**src/rtl/mem_arbiter.sv**
```systemverilog
// mem_arbiter: two-port arbiter/sequencer for the single-ported 64K x 16 main
// memory. Shares the memory between the instruction-fetch port (f_*) and the
// load/store port (d_*), drives memory mode/address/data_in, captures data_out
// and returns it to the winning port with a one-cycle done pulse.
//
// Optional feature macro: ARB_ROUND_ROBIN_EN
//   defined   -> round-robin arbitration on contention (pointer updates on
//                every grant, reset value "data favoured next")
//   undefined -> fixed priority, the data port wins every contention
//
// Handshake: a requester raises req with its address/data stable and keeps
// them stable until its done pulse. Requests are sampled only while the FSM is
// IDLE. done is high for exactly one cycle, in the IDLE cycle following
// CAPTURE; a req still high in that cycle is taken as a new request, so a
// requester wanting a single access drops req no later than that cycle.
//
// Access timeline for a request sampled in IDLE at cycle N:
//   N+1 ISSUE   : mode/address/data_in driven (a write commits at the end)
//   N+2 CAPTURE : mode stays "read" so data_out is valid; captured at the end
//   N+3 IDLE    : done (and rdata for reads) visible; a new request may be
//                 sampled in this same cycle, giving one access per 3 cycles.
module mem_arbiter (
  input  logic        clk,
  input  logic        reset,
  // fetch port (read only)
  input  logic        f_req,
  input  logic [15:0] f_addr,
  output logic [15:0] f_rdata,
  output logic        f_done,
  // data port (read or write)
  input  logic        d_req,
  input  logic        d_we,
  input  logic [15:0] d_addr,
  input  logic [15:0] d_wdata,
  output logic [15:0] d_rdata,
  output logic        d_done,
  // memory side
  output logic [1:0]  mem_mode,
  output logic [15:0] mem_addr,
  output logic [15:0] mem_wdata,
  input  logic [15:0] mem_rdata,
  // status
  output logic        busy,
  output logic [1:0]  dbg_state
);

  // Memory mode encodings (memory `mode` input).
  localparam logic [1:0] MEM_MODE_IDLE = 2'b00;
  localparam logic [1:0] MEM_MODE_IN   = 2'b01;  // write data_in
  localparam logic [1:0] MEM_MODE_OUT  = 2'b10;  // drive data_out

  typedef enum logic [1:0] {
    ST_IDLE    = 2'd0,
    ST_ISSUE   = 2'd1,
    ST_CAPTURE = 2'd2
  } state_t;

  state_t      state;
  state_t      state_nxt;

  // Registered grant: who owns the current access and what it asked for.
  logic        gnt_fetch;
  logic        gnt_we;
  logic [15:0] gnt_addr;
  logic [15:0] gnt_wdata;

  logic        any_req;
  logic        grant_now;
  logic        pick_fetch;

  assign any_req   = f_req | d_req;
  assign grant_now = (state == ST_IDLE) && any_req;

`ifdef ARB_ROUND_ROBIN_EN
  // 1 = the data port wins the next contention.
  logic rr_data_next;

  // Round-robin pointer: after a fetch grant favour data, and vice versa.
  always_ff @(posedge clk) begin
    if (reset) begin
      rr_data_next <= 1'b1;
    end else if (grant_now) begin
      rr_data_next <= pick_fetch;
    end
  end

  assign pick_fetch = f_req && (!d_req || !rr_data_next);
`else
  // Fixed priority: fetch is granted only when the data port is not asking.
  assign pick_fetch = f_req && !d_req;
`endif

  // State register.
  always_ff @(posedge clk) begin
    if (reset) begin
      state <= ST_IDLE;
    end else begin
      state <= state_nxt;
    end
  end

  // Next-state logic: IDLE waits for a request, then ISSUE -> CAPTURE -> IDLE.
  always_comb begin
    state_nxt = state;
    case (state)
      ST_IDLE:    state_nxt = any_req ? ST_ISSUE : ST_IDLE;
      ST_ISSUE:   state_nxt = ST_CAPTURE;
      ST_CAPTURE: state_nxt = ST_IDLE;
      default:    state_nxt = ST_IDLE;
    endcase
  end

  // Output logic: memory mode follows state and the registered access type.
  always_comb begin
    mem_mode = MEM_MODE_IDLE;
    case (state)
      ST_ISSUE:   mem_mode = gnt_we ? MEM_MODE_IN : MEM_MODE_OUT;
      ST_CAPTURE: mem_mode = gnt_we ? MEM_MODE_IDLE : MEM_MODE_OUT;
      default:    mem_mode = MEM_MODE_IDLE;
    endcase
  end

  assign busy      = (state != ST_IDLE);
  assign dbg_state = state;
  assign mem_addr  = gnt_addr;
  assign mem_wdata = gnt_wdata;

  // Grant capture: latch the winner's request when leaving IDLE.
  always_ff @(posedge clk) begin
    if (reset) begin
      gnt_fetch <= 1'b0;
      gnt_we    <= 1'b0;
      gnt_addr  <= 16'h0000;
      gnt_wdata <= 16'h0000;
    end else if (grant_now) begin
      gnt_fetch <= pick_fetch;
      gnt_we    <= pick_fetch ? 1'b0 : d_we;
      gnt_addr  <= pick_fetch ? f_addr : d_addr;
      gnt_wdata <= pick_fetch ? 16'h0000 : d_wdata;
    end
  end

  // Completion: at the end of CAPTURE pulse the owner's done and, for reads,
  // load the owner's rdata; the other port's outputs are left alone.
  always_ff @(posedge clk) begin
    if (reset) begin
      f_done  <= 1'b0;
      d_done  <= 1'b0;
      f_rdata <= 16'h0000;
      d_rdata <= 16'h0000;
    end else begin
      f_done <= (state == ST_CAPTURE) &&  gnt_fetch;
      d_done <= (state == ST_CAPTURE) && !gnt_fetch;
      if ((state == ST_CAPTURE) && !gnt_we) begin
        if (gnt_fetch) begin
          f_rdata <= mem_rdata;
        end else begin
          d_rdata <= mem_rdata;
        end
      end
    end
  end

endmodule

```
**config.mk**
```make
export PLATFORM = sky130hd
export DESIGN_NAME = mem_arbiter
export DESIGN_NICKNAME = d
export VERILOG_FILES = /design/src/rtl/mem_arbiter.sv
export SDC_FILE = /design/constraint.sdc
export NUM_CORES = 1
export LEC_CHECK = 0
export ABC_CLOCK_PERIOD_IN_PS = 3800
export CORE_ASPECT_RATIO = 0.5
export CORE_UTILIZATION = 35
export CTS_BUF_LIST = sky130_fd_sc_hd__clkbuf_2 sky130_fd_sc_hd__clkbuf_4 sky130_fd_sc_hd__clkbuf_8
export DETAILED_ROUTE_END_ITERATION = 6
export HOLD_SLACK_MARGIN = 0.08
export PLACE_DENSITY_LB_ADDON = 0.05
export REMOVE_ABC_BUFFERS = 1
export SYNTH_ARGS = -nofsm -noshare
export SYNTH_HDL_FRONTEND = slang
export SYNTH_SLANG_ARGS = --single-unit
```
**constraint.sdc**
```tcl
create_clock -name clk -period 3.8 [get_ports clk]
set_input_delay 0.57 -clock clk [delete_from_list [all_inputs] [get_ports clk]]
set_output_delay 0.57 -clock clk [all_outputs]
set_load 0.02 [all_outputs]
```
==> run_results.csv, run 1 <==
group,metric,value,unit
yosys,ys_seq_elements,70,
clock_tree,clock_slew_at_the_register_clock_pins_of_the_worst_setup_and_hold_paths,70,ps
place,buffer_ports.inserted,139,
timing,tightestPinTransition,1030,ps
worst_setup_path,timing.critical_path.to_type,"output port",
worst_hold_path,hold_class,"flop to flop",
yosys,syn-cell-area,2560,µm²
global_route,antenna_found_initial,0,
clock_tree,cts_tree,"built",
global_route,grt_pass1_wl,11.6,mm
yosys,synth.lib_cells_used.distinct,26,
timing,timing.final.crit_period,2540,ps
timing,finalHoldViolCount,0,
timing,rsz_0062_raised_after_global_routing,"no",
worst_setup_path,crit_path_max_fanout,7,
clock_tree,clock-sinks,70,
timing,worst_slack,1260,ps
clock_tree,cts_root_buf,"sky130_fd_sc_hd__clkbuf_8",
power,powerDensity,419,nW/µm²
power,cellLeakagePower,1.54,nW
layout,post_route_cells_drive_above_1_share,5.15,%
timing,fmax,394,MHz
timing,max-slew-margin-rel,31.3,%
layout,commonest_non_fill_non_tap_cell_in_the_layout,"sky130_fd_sc_hd__clkdlybuf4s50_1",
clock_tree,ctsHtreeMaxLevel,3,
floorplan,io_pins,140,
clock_tree,cts_resized,0,
worst_setup_path,timing.reg2reg.worst_path_depth,5,
global_route,global_route.usage.total,19.8,%
drt,detailedRoute.firstPassIterationCount,4,
flow_run,cap_violations,0,
yosys,seq_area_frac_synth,54.7,%
yosys,yosys_warnings,0,
worst_setup_path,timing.critical_path.required,3230,ps
worst_setup_path,critical_path_arrival,1970,ps
floorplan,start_util,37.2,%
floorplan,placeableCoreArea,6880,µm²
timing,clock_skew,5.21,ps
timing,min_period_over_period,66.8,%
worst_setup_path,list_of_cells_traversed_by_the_critical_path,"inv_1 -> ha_1 -> nor2_1 -> nor3b_1 -> clkdlybuf4s50_1",
floorplan,die_w,123,µm
drt,wl,7.29,mm
layout,mostFrequentLayoutCells,"sky130_fd_sc_hd__clkdlybuf4s50_1, sky130_fd_sc_hd__dfxtp_1, sky130_fd_sc_hd__nand2_1",
clock_tree,insertion_delay,340,ps
drt,detail_route_antenna_nets,0,
timing,setup_total_negative_slack,0,ps
yosys,post-synth-top-area-fraction,54.7,%
global_route,grt.overflow.total,0,
drt,detail_route.wl_per_cell,14.1,µm
layout,antenna_cells,0,
worst_setup_path,critical-path-slowest-cell,"sky130_fd_sc_hd__clkdlybuf4s50_1",
worst_setup_path,cpLargestDelayFamily,"buffers and inverters",
worst_setup_path,crit_type,"flop to output port",
drt,num_vias,2445,
yosys,post_synth_inst_count,292,
place,dp_hpwl,5.11,mm
layout,layout-area-overhead-vs-synth,61.9,%
worst_setup_path,critical_path_cell_count,5,
timing,finalMaxSlewViolations,0,
global_route,first_global_vias,2515,
yosys,postSynthAreaPerCell,8.78,µm²
drt,route.detailed.drc,0,
worst_setup_path,max_stage_delay,640,ps
clock_tree,postCtsSetupBuffers,0,
clock_tree,max-clock-path-buffers,2,
place,instance_area_after_placement,3940,µm²
place,gpl.final_weighted_congestion,0.733,
power,power.ir.vdd_worst,0.213,mV
drt,post_drt_via_cell_ratio,4.71,
place,pre_cts_slack,1490,ps
floorplan,num_rows,21,
floorplan,dieArea,7690,µm²
worst_hold_path,min_path_cells,2,
layout,final_cell_area,4150,µm²
drt,dr.first_iter.drc_count,81,
layout,finish.net_count,495,
floorplan,die-height,62.5,µm
clock_tree,cts.hold.buffers_added,0,
worst_setup_path,startpoint_types,"flop",
yosys,synth.largest_area_cell,"sky130_fd_sc_hd__dfxtp_1",
global_route,maximum_number_of_pins_on_one_net_before_global_route_repair,56,
worst_setup_path,cp_num_buf_inv,2,
timing,timing.final.setup_violations,0,
status,status,"complete, no violations",
clock_tree,tritoncts.num_buffers,9,
yosys,yosys-top-cells-area,"sky130_fd_sc_hd__dfxtp_1, sky130_fd_sc_hd__nand2_1, sky130_fd_sc_hd__nor2_1",
worst min-delay path: cells and delay by family, from the launching register on:
kind,cells,cell delay (ps)
flip-flops,1,310
AND/OR/NAND/NOR,1,50
AO/OA/AOI/OAI,1,50
final timing paths:
path / startpoint / to / slack [ps]
worst max-delay path: dbg_state[0] / mem_mode[1] / 1260
worst min-delay path: f_rdata[3] / f_rdata[3] / 460
worst min register to register: f_rdata[3] / f_rdata[3] / 460
worst max register to register: dbg_state[0] / mem_wdata[7] / 1870
sequential cells by signal, summed over array words and instances, names as in the netlist:
name,flops
gnt_fetch,1
f_done,1
dbg_state,2
f_rdata,16
d_rdata,16
mem_wdata,16
gnt_we,1
d_done,1
mem_addr,16
cells by family (layout without fill, tap and decap cells):
group	Yosys count	in the layout	synth area share, %
AO/OA/AOI/OAI	52	52	12.8
adder cells (fa/ha/maj)	4	4	1.95
buffers and inverters	23	158	5.32
flip-flops	70	70	54.7
AND/OR/NAND/NOR	143	143	25.2
synth_stat cells, drive strengths merged:
cell / n
ha: 4
dfxtp: 70
a211oi: 1
buf: 13
nor4: 16
and2: 1
a22o: 17
and3b: 2
nor2: 51
clkbuf: 7
nor2b: 2
nor3b: 3
nand3b: 2
or3b: 1
inv: 3
o21a: 1
nand2: 65
a21oi: 33
final cells by class:
cell class,count,area (µm²)
well taps,92,115
multi-input cells,199,1020
clock inverters,3,42.5
repair buffers,139,1390
clock buffers,13,166
fillers,572,2740
inverters,3,11.3
flip-flops and latches,70,1400
routing by layer:
metal,global-route usage [%],part of all wire [%]
met1,21.5,43
met2,33.1,46
met3,9.03,9.3
met4,8.58,1.6
met5,0,0
power by group:
part	switching [W]	internal, W	total (W)	leakage [nW]
Sequential	0.0000255	0.000775	0.000800	0.572
Clock	0.000267	0.000353	0.000620	0.106
Combinational	0.000152	0.000164	0.000317	0.857
Total	0.000445	0.00129	0.00174	1.54
per-stage QoR:
step,util [%],cells,hold WS (ps),total power (W)
floorplan,-,272,528,0.000943
global route,60.3,519,474,0.00182
finish,60.3,519,455,0.00174
global placement,57.2,503,441,0.00113
detailed placement,57.2,503,450,0.00113
CTS,60.3,519,459,0.00175
Note: power is estimated with default switching activity, not from simulation.
==> inputs of run 2 (changes only) <==
ABC_CLOCK_PERIOD_IN_PS = 2260   (was 3800)
clock period = 2.26 ns   (was 3.8 ns; I/O delays follow)
==> run_results.csv, run 2 (synthesis results as in run 1) <==
group,metric,value,unit
timing,worst_slack,165,ps
drt,post_drt_via_cell_ratio,4.76,
clock_tree,cts_tree,"built",
timing,tightestPinTransition,710,ps
global_route,global_route.usage.total,19.5,%
worst_setup_path,timing.reg2reg.worst_path_depth,5,
clock_tree,clock_slew_at_the_register_clock_pins_of_the_worst_setup_and_hold_paths,70,ps
power,power.clock.fraction,33.2,%
worst_setup_path,critical_path_arrival,1760,ps
status,status,"complete, no violations",
worst_setup_path,critical_path.reg2reg.startpoint,"dbg_state[0]",
power,cellLeakagePower,1.55,nW
power,power.total,0.00281,W
drt,detailedRoute.firstPassIterationCount,4,
layout,layout.filler_cells,610,
power,powerDensity,678,nW/µm²
timing,min_period_over_period,92.7,%
power,comb_power_share,19.0,%
worst_setup_path,timing.critical_path.required,1920,ps
timing,rsz_0062_raised_after_global_routing,"no",
timing,clock_skew,5.29,ps
layout,commonest_non_fill_non_tap_cell_in_the_layout,"sky130_fd_sc_hd__clkdlybuf4s50_1",
worst_setup_path,cp-endpoint,"busy",
clock_tree,tritoncts.num_buffers,9,
worst_setup_path,critical-path-slowest-cell,"sky130_fd_sc_hd__clkdlybuf4s50_1",
power,power.ir.vdd_worst,0.475,mV
global_route,grt_pass1_wl,11.4,mm
timing,fmax,477,MHz
place,dp_hpwl,5.12,mm
clock_tree,cts_root_buf,"sky130_fd_sc_hd__clkbuf_8",
place,gpl.final_weighted_congestion,0.753,
worst_setup_path,max_stage_delay,600,ps
worst_setup_path,startpoint,"dbg_state[0]",
timing,max-slew-margin-rel,52.6,%
timing,timing.final.setup_violations,0,
timing,timing.final.crit_period,2100,ps
worst_setup_path,crit_path_max_fanout,6,
layout,layout-area-overhead-vs-synth,62.0,%
clock_tree,clock-sinks,70,
layout,antenna_cells,0,
floorplan,placeableCoreArea,6880,µm²
floorplan,die_w,123,µm
worst_setup_path,crit_path_frequent_cell,"sky130_fd_sc_hd__inv_1",
floorplan,num_rows,21,
layout,post_route_cells_drive_above_1_share,5.81,%
worst_setup_path,reg2reg_slack,540,ps
drt,num_vias,2483,
worst_setup_path,crit_type,"flop to output port",
worst_hold_path,hold_class,"flop to flop",
place,pre_cts_slack,342,ps
flow_run,cap_violations,0,
power,intPower,0.00208,W
layout,mostFrequentLayoutCells,"sky130_fd_sc_hd__clkdlybuf4s50_1, sky130_fd_sc_hd__dfxtp_1, sky130_fd_sc_hd__nand2_1",
global_route,maximum_number_of_pins_on_one_net_before_global_route_repair,33,
timing,finalMaxSlewViolations,0,
clock_tree,ctsHtreeMaxLevel,3,
timing,finalHoldViolCount,0,
clock_tree,insertion_delay,330,ps
timing,setup_total_negative_slack,0,ps
drt,route.detailed.drc,0,
floorplan,start_util,37.2,%
global_route,grt.overflow.total,0,
global_route,antenna_found_initial,0,
floorplan,dieArea,7690,µm²
power,power.switching_fraction,26.1,%
drt,detail_route.wl_per_cell,13.6,µm
drt,wl,7.11,mm
power,sequentialPowerShare,47.8,%
clock_tree,max-clock-path-buffers,2,
power,netsw,0.000733,W
worst_setup_path,list_of_cells_traversed_by_the_critical_path,"inv_1 -> ha_1 -> inv_1 -> clkdlybuf4s50_1",
worst_setup_path,startpoint_types,"flop",
worst_setup_path,timing.critical_path.to_type,"output port",
floorplan,io_pins,140,
global_route,first_global_vias,2444,
worst_setup_path,r2r-end,"d_rdata[11]",
layout,finish.net_count,498,
place,buffer_ports.inserted,139,
drt,dr.first_iter.drc_count,121,
drt,detail_route_antenna_nets,0,
floorplan,die-height,62.5,µm
layout,post-route-util,60.3,%
-- run 2: cell types whose count changed in the layout (fill, tap and decap cells not counted) --
cell,delta
sky130_fd_sc_hd__clkbuf_8,+1
sky130_fd_sc_hd__clkinv_2,+1
sky130_fd_sc_hd__bufinv_16,-1
sky130_fd_sc_hd__clkbuf_4,-1
sky130_fd_sc_hd__dlygate4sd2_1,+1
sky130_fd_sc_hd__buf_4,+3
sky130_fd_sc_hd__clkdlybuf4s50_1,-1
-- run 2: worst min-delay path by stage --
stage / endpoint / cells after the start / startpoint / slack (ps)
after floorplan: d_rdata[0] / 1 / reset / 410
after global placement: d_rdata[0] / 2 / d_rdata[0] / 440
after detailed placement: d_rdata[0] / 2 / d_rdata[0] / 450
after CTS: d_rdata[1] / 2 / reset / 460
after global routing: d_rdata[1] / 2 / reset / 460
final: d_rdata[8] / 2 / d_rdata[8] / 460
-- run 2: metrics by stage --
step	hold slack, ps	cells	cell area [µm²]
CTS	456	522	4150
global placement	441	506	3960
floorplan	408	272	2440
detailed placement	450	506	3960
global route	460	522	4150
finish	456	522	4150
-- run 2: power by group through the flow --
stage / clock, W / combinational [W] / sequential [W]
6_report: 0.000933 / 0.000535 / 0.00134
2_1_floorplan: 0 / 0.000138 / 0.00145
3_3_place_gp: 0 / 0.000533 / 0.00137
4_1_cts: 0.000968 / 0.000541 / 0.00134
3_5_place_dp: 0 / 0.000540 / 0.00137
5_1_grt: 0.00104 / 0.000577 / 0.00135
-- run 2: per-layer routing --
metal | share of wire [%] | global-route usage (%) | up-vias
met3 | 9.8 | 10.3 | 4
met4 | 0.72 | 6.63 | 0
li1 | - | - | 1240
met2 | 48 | 32.6 | 100
met1 | 41 | 21.0 | 1139
met5 | 0 | 0 | -
-- run 2: layout make-up --
cell class              count  area (µm²)  share of cell area [%]
clock buffers              13         173                    4.16
clock inverters             3        17.5                   0.422
inverters                   3        11.3                   0.271
multi-input cells         199        1020                    24.7
flip-flops and latches     70        1400                    33.8
well taps                  92         115                    2.77
repair buffers            142        1410                    33.9
-- run 2: timing repair --
item                                    4_1_cts  5_1_grt
endpoints found under the setup margin        1        0
setup buffers                                 0        0
resized for setup                             1        0
hold buffers                                  0        0
-- run 2: critical path: cells and delay by family (launching register included) --
family     cells  cell delay [ps]
flops          1              390
fa+ha+maj      1              280
buf+inv        3              760
==> inputs of run 3 (changes only) <==
SLEW_MARGIN = 20   (was unset)
==> results of run 3 <==
No change in the layout: final DEF, timing and power equal those of run 2.
